--- config.mk ---
export PLATFORM = sky130hd
export DESIGN_NAME = lfsr_key_search
export DESIGN_NICKNAME = d
export VERILOG_FILES = /design/src/rtl/lfsr_key_search.sv
export SDC_FILE = /design/constraint.sdc
export NUM_CORES = 1
export LEC_CHECK = 0
export ABC_CLOCK_PERIOD_IN_PS = 7700
export BUFFER_PORTS_ARGS = -buffer_cell sky130_fd_sc_hd__buf_2
export CAP_MARGIN = 20
export CORE_UTILIZATION = 44
export DETAILED_ROUTE_END_ITERATION = 7
export PLACE_DENSITY = 0.64
export SLEW_MARGIN = 30
export SYNTH_ARGS = -nofsm -noshare
export SYNTH_HDL_FRONTEND = slang
export SYNTH_SLANG_ARGS = --single-unit
--- constraint.sdc ---
create_clock -name Clk -period 7.7 [get_ports Clk]
set_input_delay 1.155 -clock Clk [delete_from_list [all_inputs] [get_ports Clk]]
set_output_delay 1.155 -clock Clk [all_outputs]
set_load 0.02 [all_outputs]
--- src/rtl/lfsr_key_search.sv ---
// lfsr_key_search: recovers the LFSR tap pattern and seed from the space
// preamble of a ciphertext. It loads CHECK_LEN bytes from data memory, then
// tries each legal 7-bit maximal-length tap pattern in table order.
module lfsr_key_search #(
  parameter logic [7:0]  BASE_ADDR = 8'd64,
  parameter int unsigned CHECK_LEN = 10
) (
  input  logic       Clk,
  input  logic       Reset,
  input  logic       Start,
  output logic [7:0] RdAddr,
  input  logic [7:0] RdData,
  output logic       Ack,
  output logic       Found,
  output logic [3:0] PtrnIdx,
  output logic [6:0] Ptrn,
  output logic [6:0] Seed,
  output logic       Busy
);

  typedef enum logic [1:0] {IDLE, LOAD, SEARCH, DONE} state_t;

  localparam logic [3:0] LAST    = 4'(CHECK_LEN - 1);
  localparam logic [3:0] LAST_PT = 4'd8;

  state_t     state, state_n;
  logic [3:0] idx;                  // load index
  logic [3:0] p;                    // tap table index under test
  logic [3:0] k;                    // preamble byte being predicted
  logic [6:0] s;                    // current LFSR state
  logic [6:0] cbuf [CHECK_LEN];
  logic [6:0] tap;
  logic [6:0] n;
  logic       hit;
  logic       unused_parity;

  // Bit 7 of each byte is an optional parity bit and carries no key material.
  assign unused_parity = RdData[7];

  function automatic logic [6:0] tap_of(input logic [3:0] i);
    case (i)
      4'd0:    return 7'h60;
      4'd1:    return 7'h48;
      4'd2:    return 7'h78;
      4'd3:    return 7'h72;
      4'd4:    return 7'h6A;
      4'd5:    return 7'h69;
      4'd6:    return 7'h5C;
      4'd7:    return 7'h7E;
      4'd8:    return 7'h7B;
      default: return 7'h00;
    endcase
  endfunction

  // One LFSR step under the current candidate pattern and its comparison.
  always_comb begin
    tap = tap_of(p);
    n   = {s[5:0], ^(s & tap)};
    hit = (n == cbuf[k]);
  end

  // Status outputs decoded from the registered state.
  always_comb begin
    Busy   = (state == LOAD) || (state == SEARCH);
    RdAddr = (state == LOAD) ? BASE_ADDR + {4'b0000, idx} : BASE_ADDR;
  end

  // State register.
  always_ff @(posedge Clk) begin
    if (Reset) state <= IDLE;
    else       state <= state_n;
  end

  // Next-state logic; Start high forces IDLE from every state.
  always_comb begin
    state_n = state;
    if (Start) begin
      state_n = IDLE;
    end else begin
      case (state)
        IDLE:   state_n = LOAD;
        LOAD:   if (idx == LAST) state_n = (cbuf[0] == '0) ? DONE : SEARCH;
        SEARCH: if ((hit && k == LAST) || (!hit && p == LAST_PT)) state_n = DONE;
        DONE:   state_n = DONE;
        default: state_n = IDLE;
      endcase
    end
  end

  // Datapath: buffer load, pattern search and result registers.
  always_ff @(posedge Clk) begin
    if (Reset) begin
      Ack     <= 1'b0;
      Found   <= 1'b0;
      PtrnIdx <= '0;
      Ptrn    <= '0;
      Seed    <= '0;
      idx     <= '0;
      p       <= '0;
      k       <= '0;
      s       <= '0;
      for (int unsigned j = 0; j < CHECK_LEN; j++) cbuf[j] <= '0;
    end else begin
      Ack <= (state_n == DONE);
      if (!Start) begin
        case (state)
          IDLE: begin
            Found   <= 1'b0;
            PtrnIdx <= '0;
            Ptrn    <= '0;
            Seed    <= '0;
            idx     <= '0;
          end
          LOAD: begin
            cbuf[idx] <= RdData[6:0];
            idx       <= idx + 4'd1;
            if (idx == LAST) begin
              p <= '0;
              k <= 4'd1;
              s <= cbuf[0];
            end
          end
          SEARCH: begin
            if (hit) begin
              if (k == LAST) begin
                Found   <= 1'b1;
                PtrnIdx <= p;
                Ptrn    <= tap;
                Seed    <= cbuf[0];
              end else begin
                s <= n;
                k <= k + 4'd1;
              end
            end else if (p != LAST_PT) begin
              p <= p + 4'd1;
              k <= 4'd1;
              s <= cbuf[0];
            end
          end
          default: ;
        endcase
      end
    end
  end

endmodule

Word-level counts from Yosys, hierarchy flattened

Memories as Yosys holds them, arrays and structs flattened. A register that Yosys moved wholly into a read port is not among the register bits.
Index checks and enable logic that the tools add are counted.

Flip-flop bits (word level): 41
Latch bits: 0
Memory bits (writable): 70
Memory bits (read-only): 112
Bits of input ports: 11
Output and inout bits: 29
Word-level logic and storage cells: 96
Memories kept: 2

Memory list:

| memory           | words | bits a word | rd ports | clocked after Yosys merged registers in | wr ports | line | RTL |
|---|---|---|---|---|---|---|---|
| (name not given) | 16    | 7           | 1        | 1                                       | 0        | 41   | `case (i)` |
| cbuf             | 10    | 7           | 2        | 1                                       | 10       | 31   | `logic [6:0] cbuf [CHECK_LEN];` |

Add/sub/neg operators: 4
Multiply operators: 0
Div/mod/pow operators: 0
$lt $le $gt $ge: 0
Equality and inequality tests: 16
Shift-type cells: 0
Muxes and demuxes: 46
Bitwise operators: 2
Reduce and logical (&&, ||, !) cells: 16

Operators by type and width:

| cell                  | number |
|---|---|
| $mux W7               | 9 |
| $mux W4               | 14 |
| $pmux W7 S2           | 3 |
| $pmux W4 S2           | 4 |
| $add A4 B1 Y4 const B | 3 |
| $eq A4 B4 Y1 const B  | 3 |
| $mux W1               | 10 |
| $reduce_and A5 Y1     | 2 |
| $add A7 B4 Y8 const A | 1 |
| $mux W8               | 1 |
| $pmux W2 S4           | 1 |
| $and A7 B7 Y7         | 1 |
| $eq A7 B7 Y1          | 1 |
| $logic_not A7 Y1      | 1 |
| $reduce_or A7 Y1      | 1 |
| $reduce_xor A7 Y1     | 1 |
| $eq A2 B2 Y1 const B  | 3 |
| $mux W2               | 3 |
| $ne A2 B1 Y1 const B  | 3 |
| $reduce_bool A2 Y1    | 3 |
| $ne A2 B2 Y1 const B  | 2 |
| $ne A4 B4 Y1 const B  | 1 |
| $reduce_and A4 Y1     | 1 |
| $ne A3 B2 Y1 const B  | 1 |
| other kinds (9)       | 11 |

Depth between registers and ports, before layout

Gate-level depths: netlist of the first run.

Word-level depth: 10
Mapped depth: 15
Depth with buffers taken out: 13

Worst setup path before layout of the first run

No wires, ideal clock.

Path kind: register -> register
Start: register with a tool-made name
End: register, netlist name tap[1]
Setup time: 0.095 ns
Arrival: 3.157 ns
Required time: 7.605 ns
Path slack: 4.447 ns
Stages on the path, launching flop included: 15
Buffers on the path: 2
Period minus slack after synthesis: 3.253 ns
Cells stage by stage: dfxtp_1 > buf_6 > buf_6 > mux2i_1 > mux4_2 > xnor2_1 > a211o_1 > and2_1 > nor3_1 > nor2_1 > a32oi_1 > ha_1 > o2111ai_1 > a211o_1 > o311ai_1

==> results.py, run 1 <==
metrics = {
    "power": {
        "power_density_nw_per_um2": 229,
        "switching_share_pct": 20.8,
        "p_clk_share_pct": 46.0,
        "p_leak_nw": 3.03,
        "seqPwrFrac_pct": 50.2,
        "pwr-share-comb_pct": 3.9,
        "power_switching_w": 0.000398,
        "vdd.ir_drop.worst_mv": 0.169,
        "p_int_w": 0.00152,
    },
    "worst_setup_path": {
        "cp_cell_sequence": "buf_4, mux4_2, mux2i_1, nand2b_1, a221o_1, and2_4, nor3_1, nor2_1, a32oi_1, ha_1, o2111ai_1, a211o_1, o311ai_1",
        "cp_top_family": "compound AO/OA/AOI/OAI gates",
        "required_ns": 8.02,
        "crit_arrival_ns": 4.56,
        "critPathLaunchType": "flop",
        "rr_worst_depth": 13,
        "cp-end-kind": "flop",
        "rr_endpoint": "tap[5]",
        "crit_type": "reg2reg",
        "cp_slowest_cell": "mux4_2",
        "cpPeakStageDelay_ns": 0.60,
        "endpoint": "tap[5]",
        "path_buf_inv": 1,
        "r2r_slack_ns": 3.46,
        "cp_max_fo": 27,
        "crit_cells": 13,
    },
    "clocking": {
        "cts_tree": "done",
        "htree_levels": 4,
        "root_buffer": "clkbuf_16",
        "clk_path_buf_depth": 2,
        "postCtsSetupRepairBufs": 0,
        "post_cts_resized": 0,
        "clk_pin_slew_ns": 0.06,
        "cts_hold_buf": 0,
        "cts.sink_count": 164,
        "cts_buffers": 17,
        "clkLatencyLatePin_ns": 0.42,
    },
    "routing": {
        "via_per_inst": 5.57,
        "drt-total-wl_um": 16800,
        "antenna_left": 0,
        "firstDrtPassIters": 6,
        "drc": 0,
        "drt_iter0_drc": 362,
        "num_vias": 4716,
        "wl_per_cell_um": 19.8,
    },
    "timing": {
        "clock.fmax_ghz": 0.236,
        "final-setup-viol-count": 0,
        "drv_slew": 0,
        "finalCriticalPeriod_ns": 4.24,
        "finalWorstSetupSlack_ns": 3.46,
        "rsz0062_at_grt": "false",
        "finalSetupTns_ns": 0,
        "relSlewSlack_pct": 37.0,
        "tightest_slew_ns": 0.942,
        "fin_crit_sh_pct": 55.1,
        "fin_hold_ws_ns": 0.447,
        "finalHoldViolations": 0,
        "finalClockSkew_ns": 0.00722,
    },
    "floorplan": {
        "die_h_um": 132,
        "num_io_pins": 40,
        "num_rows": 47,
        "die_x_um": 132,
        "coreArea_sq_um": 16600,
        "die_area_sq_um": 17500,
        "floorplan.initialDensity_pct": 45.0,
    },
    "cells_and_area": {
        "layout_common_cells": "edfxtp_1, nor2_1, dfxtp_1",
        "fin_util_pct": 50.5,
        "drive_gt1_share_pct": 17.6,
        "antenna-diode-count": 0,
        "area_delta_synth_final_pct": 12.1,
        "final_nets": 639,
        "fillCellCount": 1443,
        "fin_area_sq_um": 8370,
        "layout_commonest_cell": "edfxtp_1",
    },
    "flow_run": {
        "maxCapViolCount": 0,
    },
    "global_route": {
        "antenna_found_initial": 0,
        "grt_start_max_net_pins": 34,
        "grt_use_total_pct": 20.5,
        "grt_overflow_total": 0,
        "grt_pass1_wl_um": 26500,
        "grt_pass1_vias": 4698,
    },
    "place": {
        "gp_congestion": 0.824,
        "placed_area_sq_um": 7750,
        "io_buffers": 34,
        "place_hpwl_um": 11500,
        "place_ws_ns": 3.49,
    },
    "synth": {
        "yosysSeqAreaShare_pct": 59.0,
        "synth_seq_cells": 164,
        "post_synth_num_cell_types": 66,
        "ys_warn_count": 0,
        "syn-instance-count": 583,
        "async_flop_share_pct": 0,
        "synth_ff_type": "edfxtp_1",
        "synth_enable_flop_cells": 112,
        "synthesis.area_sq_um": 7460,
        "avgSynthCellArea_sq_um": 12.8,
    },
    "outcome": {
        "status": "finished clean",
    },
    "worst_hold_path": {
        "hp-class": "reg2reg",
    },
}
state kept, by name, summed over array words and instances, names as in the netlist, named ones only:
signal and cells:
Ack 1, Found 1, Ptrn 7, PtrnIdx 4, Seed 7, cbuf 112
idx 4, k 4, p 4, s 7, state 2, tap 7
worst min-delay path by stage:
stage                         end   start  slack, ns  cells after the start
after floorplan           Ptrn[0]  tap[0]       0.44                      1
after global placement      Found   Found       0.43                      1
after detailed placement    Found   Found       0.44                      1
after CTS                   Found   Found       0.45                      1
after global routing        Found   Found       0.48                      1
final                       Found   Found       0.45                      1
kinds of logic (layout without fill, tap and decap cells):
| kind of cell | after synthesis | in the layout | synth area share [%] |
|---|---|---|---|
| simple gates | 207 | 207 | 13.6 |
| flops | 164 | 164 | 59.0 |
| compound gates | 75 | 75 | 7.83 |
| mux | 61 | 61 | 11.8 |
| buf+inv | 49 | 90 | 3.60 |
| fa+ha+maj | 15 | 15 | 2.51 |
| xor+xnor | 10 | 10 | 1.54 |
| other cells | 2 | 4 | 0.101 |
final cells by class:
cell class | count | area, sq um | area share (%)
inverters | 19 | 71.3 | 0.852
flip-flops and latches | 164 | 4400 | 52.6
multi-input cells | 372 | 2800 | 33.4
repair buffers | 39 | 208 | 2.48
clock inverters | 14 | 184 | 2.20
clock buffers | 18 | 429 | 5.13
well taps | 220 | 275 | 3.29
worst register-to-register path: stages (launching register included):
cell and delay, ns:
dfxtp_1 0.30, buf_4 0.41, mux4_2 0.64, mux2i_1 0.28
nand2b_1 0.09, a221o_1 0.32, and2_4 0.16, nor3_1 0.41
nor2_1 0.13, a32oi_1 0.51, ha_1 0.31, o2111ai_1 0.13
a211o_1 0.35, o311ai_1 0.11
routing by layer:
layer | vias to the layer above | wire length [um] | GRT usage (%)
met5 | - | 0 | 0
met4 | 0 | 431 | 8.62
met3 | 32 | 950 | 4.69
met2 | 152 | 8160 | 33.0
met1 | 2336 | 7210 | 26.9
li1 | 2196 | - | -
power groups by stage:
stage	combinational (W)	clock [W]	sequential, W
final	0.0000740	0.000881	0.000961
after global routing	0.0000808	0.000928	0.000962
after CTS	0.0000743	0.000890	0.000961
after detailed placement	0.0000739	0	0.000980
after global placement	0.0000724	0	0.000979
after floorplan	0.0000580	0	0.000975
per-stage QoR:
stage	instances	power [W]
detailed placement	813	0.00105
global placement	813	0.00105
CTS	845	0.00192
finish	846	0.00192
floorplan	585	0.00103
global route	846	0.00197
Yosys cell counts (all sizes together), types with 4 or more instances:
master  count  area, sq um
o21ai       7         38.8
nand3       9         45.0
inv        19         71.3
nor2b       8         57.6
mux2        7         78.8
buf        17          149
a21oi      12         67.6
and2       18          118
dfxtp      52         1040
mux4       21          473
mux2i      33          330
xnor2       5         43.8
edfxtp    112         3360
ha         15          188
nand2      39          146
a22o       18          158
clkbuf     13         48.8
nor2       93          352
o21a        4         30.0
a22oi       8         60.1
nand2b      9         56.3
nor3        8         50.1
(Power assumes the default switching activity.)
==> run 2: changes to the inputs <==
ABC_CLOCK_PERIOD_IN_PS = 3720   (was 7700)
PLACE_DENSITY = 0.66   (was 0.64)
clock period = 3.72 ns   (was 7.7 ns; I/O delays follow)
==> results.py, run 2 (synthesis results as in run 1) <==
metrics = {
    "outcome": {
        "status": "finished clean",
    },
    "worst_setup_path": {
        "cp-end-kind": "flop",
        "cp_slowest_cell": "mux4_2",
        "cp_max_fo": 27,
        "rr_worst_depth": 14,
        "path_buf_inv": 1,
        "cp_cell_sequence": "buf_12, mux4_2, and2_1, nor3_1, o221ai_1, and2_1, nor3_2, nor2_1, mux2i_1, or2_2, ha_1, o2111ai_1, a211o_1, o311ai_1",
        "crit_arrival_ns": 3.74,
        "required_ns": 4.05,
        "crit_top_cell": "and2_1",
        "crit_type": "reg2reg",
        "cp_top_family": "simple AND/OR/NAND/NOR gates",
        "crit_cells": 14,
        "critPathLaunchType": "flop",
        "cpPeakStageDelay_ns": 0.51,
    },
    "clocking": {
        "cts_tree": "done",
        "cts.sink_count": 164,
        "cts_hold_buf": 0,
        "postCtsSetupRepairBufs": 0,
        "clk_pin_slew_ns": 0.06,
        "root_buffer": "clkbuf_16",
        "htree_levels": 4,
        "cts_buffers": 17,
        "post_cts_resized": 0,
        "clk_path_buf_depth": 2,
        "clkLatencyLatePin_ns": 0.42,
    },
    "power": {
        "switching_share_pct": 20.2,
        "power_density_nw_per_um2": 462,
        "pwr-share-comb_pct": 4.0,
        "p_clk_share_pct": 45.3,
        "power_switching_w": 0.000795,
        "p_leak_nw": 3.10,
        "vdd.ir_drop.worst_mv": 0.301,
        "seqPwrFrac_pct": 50.7,
        "p_int_w": 0.00313,
    },
    "worst_hold_path": {
        "hp-class": "in2reg",
        "whs_path_depth": 2,
    },
    "timing": {
        "tightest_slew_ns": 0.977,
        "clock.fmax_ghz": 0.293,
        "relSlewSlack_pct": 34.6,
        "finalClockSkew_ns": 0.00912,
        "finalHoldViolations": 0,
        "finalCriticalPeriod_ns": 3.42,
        "rsz0062_at_grt": "false",
        "final-setup-viol-count": 0,
        "fin_hold_ws_ns": 0.431,
        "fin_crit_sh_pct": 91.8,
        "finalSetupTns_ns": 0,
        "drv_slew": 0,
    },
    "cells_and_area": {
        "multi_input_area_sq_um": 2810,
        "layout_commonest_cell": "edfxtp_1",
        "antenna-diode-count": 0,
        "drive_gt1_share_pct": 19.2,
        "layout_common_cells": "edfxtp_1, nor2_1, dfxtp_1",
        "final_nets": 647,
        "largest_reg_flops": 112,
        "regArea_sq_um": 4400,
        "area_delta_synth_final_pct": 13.8,
        "top_register": "cbuf",
        "fillCellCount": 1482,
        "stdcell_count": 854,
    },
    "place": {
        "io_buffers": 34,
        "placed_cells": 822,
        "place_hpwl_um": 11700,
        "gp_congestion": 0.876,
    },
    "flow_run": {
        "maxCapViolCount": 0,
    },
    "floorplan": {
        "die_x_um": 132,
        "die_area_sq_um": 17500,
        "die_h_um": 132,
        "floorplan.initialDensity_pct": 45.0,
        "num_io_pins": 40,
        "coreArea_sq_um": 16600,
        "num_rows": 47,
    },
    "global_route": {
        "grt_pass1_vias": 4701,
        "grt_pass1_wl_um": 26200,
        "grt_overflow_total": 0,
        "grt_use_total_pct": 20.1,
        "antenna_found_initial": 0,
        "grt_start_max_net_pins": 34,
    },
    "routing": {
        "drt_iter0_drc": 324,
        "firstDrtPassIters": 5,
        "drt-total-wl_um": 16600,
        "wl_per_cell_um": 19.4,
        "num_vias": 4744,
        "via_per_inst": 5.56,
        "antenna_left": 0,
        "drc": 0,
    },
}
-- run 2: final cells by class --
class	count	share of cell area (%)
Clock buffer	27	6.59
Clock inverter	5	0.678
Inverter	19	0.840
Multi-Input combinational cell	372	33.1
Sequential cell	164	51.9
Tap cell	220	3.24
Timing Repair Buffer	47	3.74
-- run 2: power groups by stage --
stage / Combinational, W / Clock, W / Sequential (W)
4_1_cts: 0.000158 / 0.00180 / 0.00199
6_report: 0.000158 / 0.00178 / 0.00199
3_3_place_gp: 0.000154 / 0 / 0.00203
5_1_grt: 0.000173 / 0.00187 / 0.00199
2_1_floorplan: 0.000120 / 0 / 0.00202
3_5_place_dp: 0.000157 / 0 / 0.00203
-- run 2: per-stage QoR --
step	instance area [sq um]	utilization [%]	worst slack, ns	total power (W)
2_1_floorplan	7470	-	0.467	0.00214
3_3_place_gp	7870	47.4	0.243	0.00218
3_5_place_dp	7870	47.4	0.192	0.00219
4_1_cts	8480	51.2	0.171	0.00394
5_1_grt	8490	51.2	0.00402	0.00403
6_report	8490	51.2	0.304	0.00393
-- run 2: final timing paths --
check                 start          to  slack, ns
setup / recovery       flop      tap[5]       0.30
hold / removal    RdData[4]  cbuf[7][4]       0.43
setup reg to reg       flop      tap[5]       0.30
hold reg to reg       Found       Found       0.44
-- run 2: per-layer routing --
| metal | vias up | global-route usage (%) | routed length (um) |
|---|---|---|---|
| met5 | - | 0 | 0 |
| met4 | 0 | 6.83 | 215 |
| met3 | 17 | 3.46 | 663 |
| met2 | 121 | 33.3 | 8370 |
| met1 | 2389 | 26.6 | 7350 |
| li1 | 2217 | - | - |
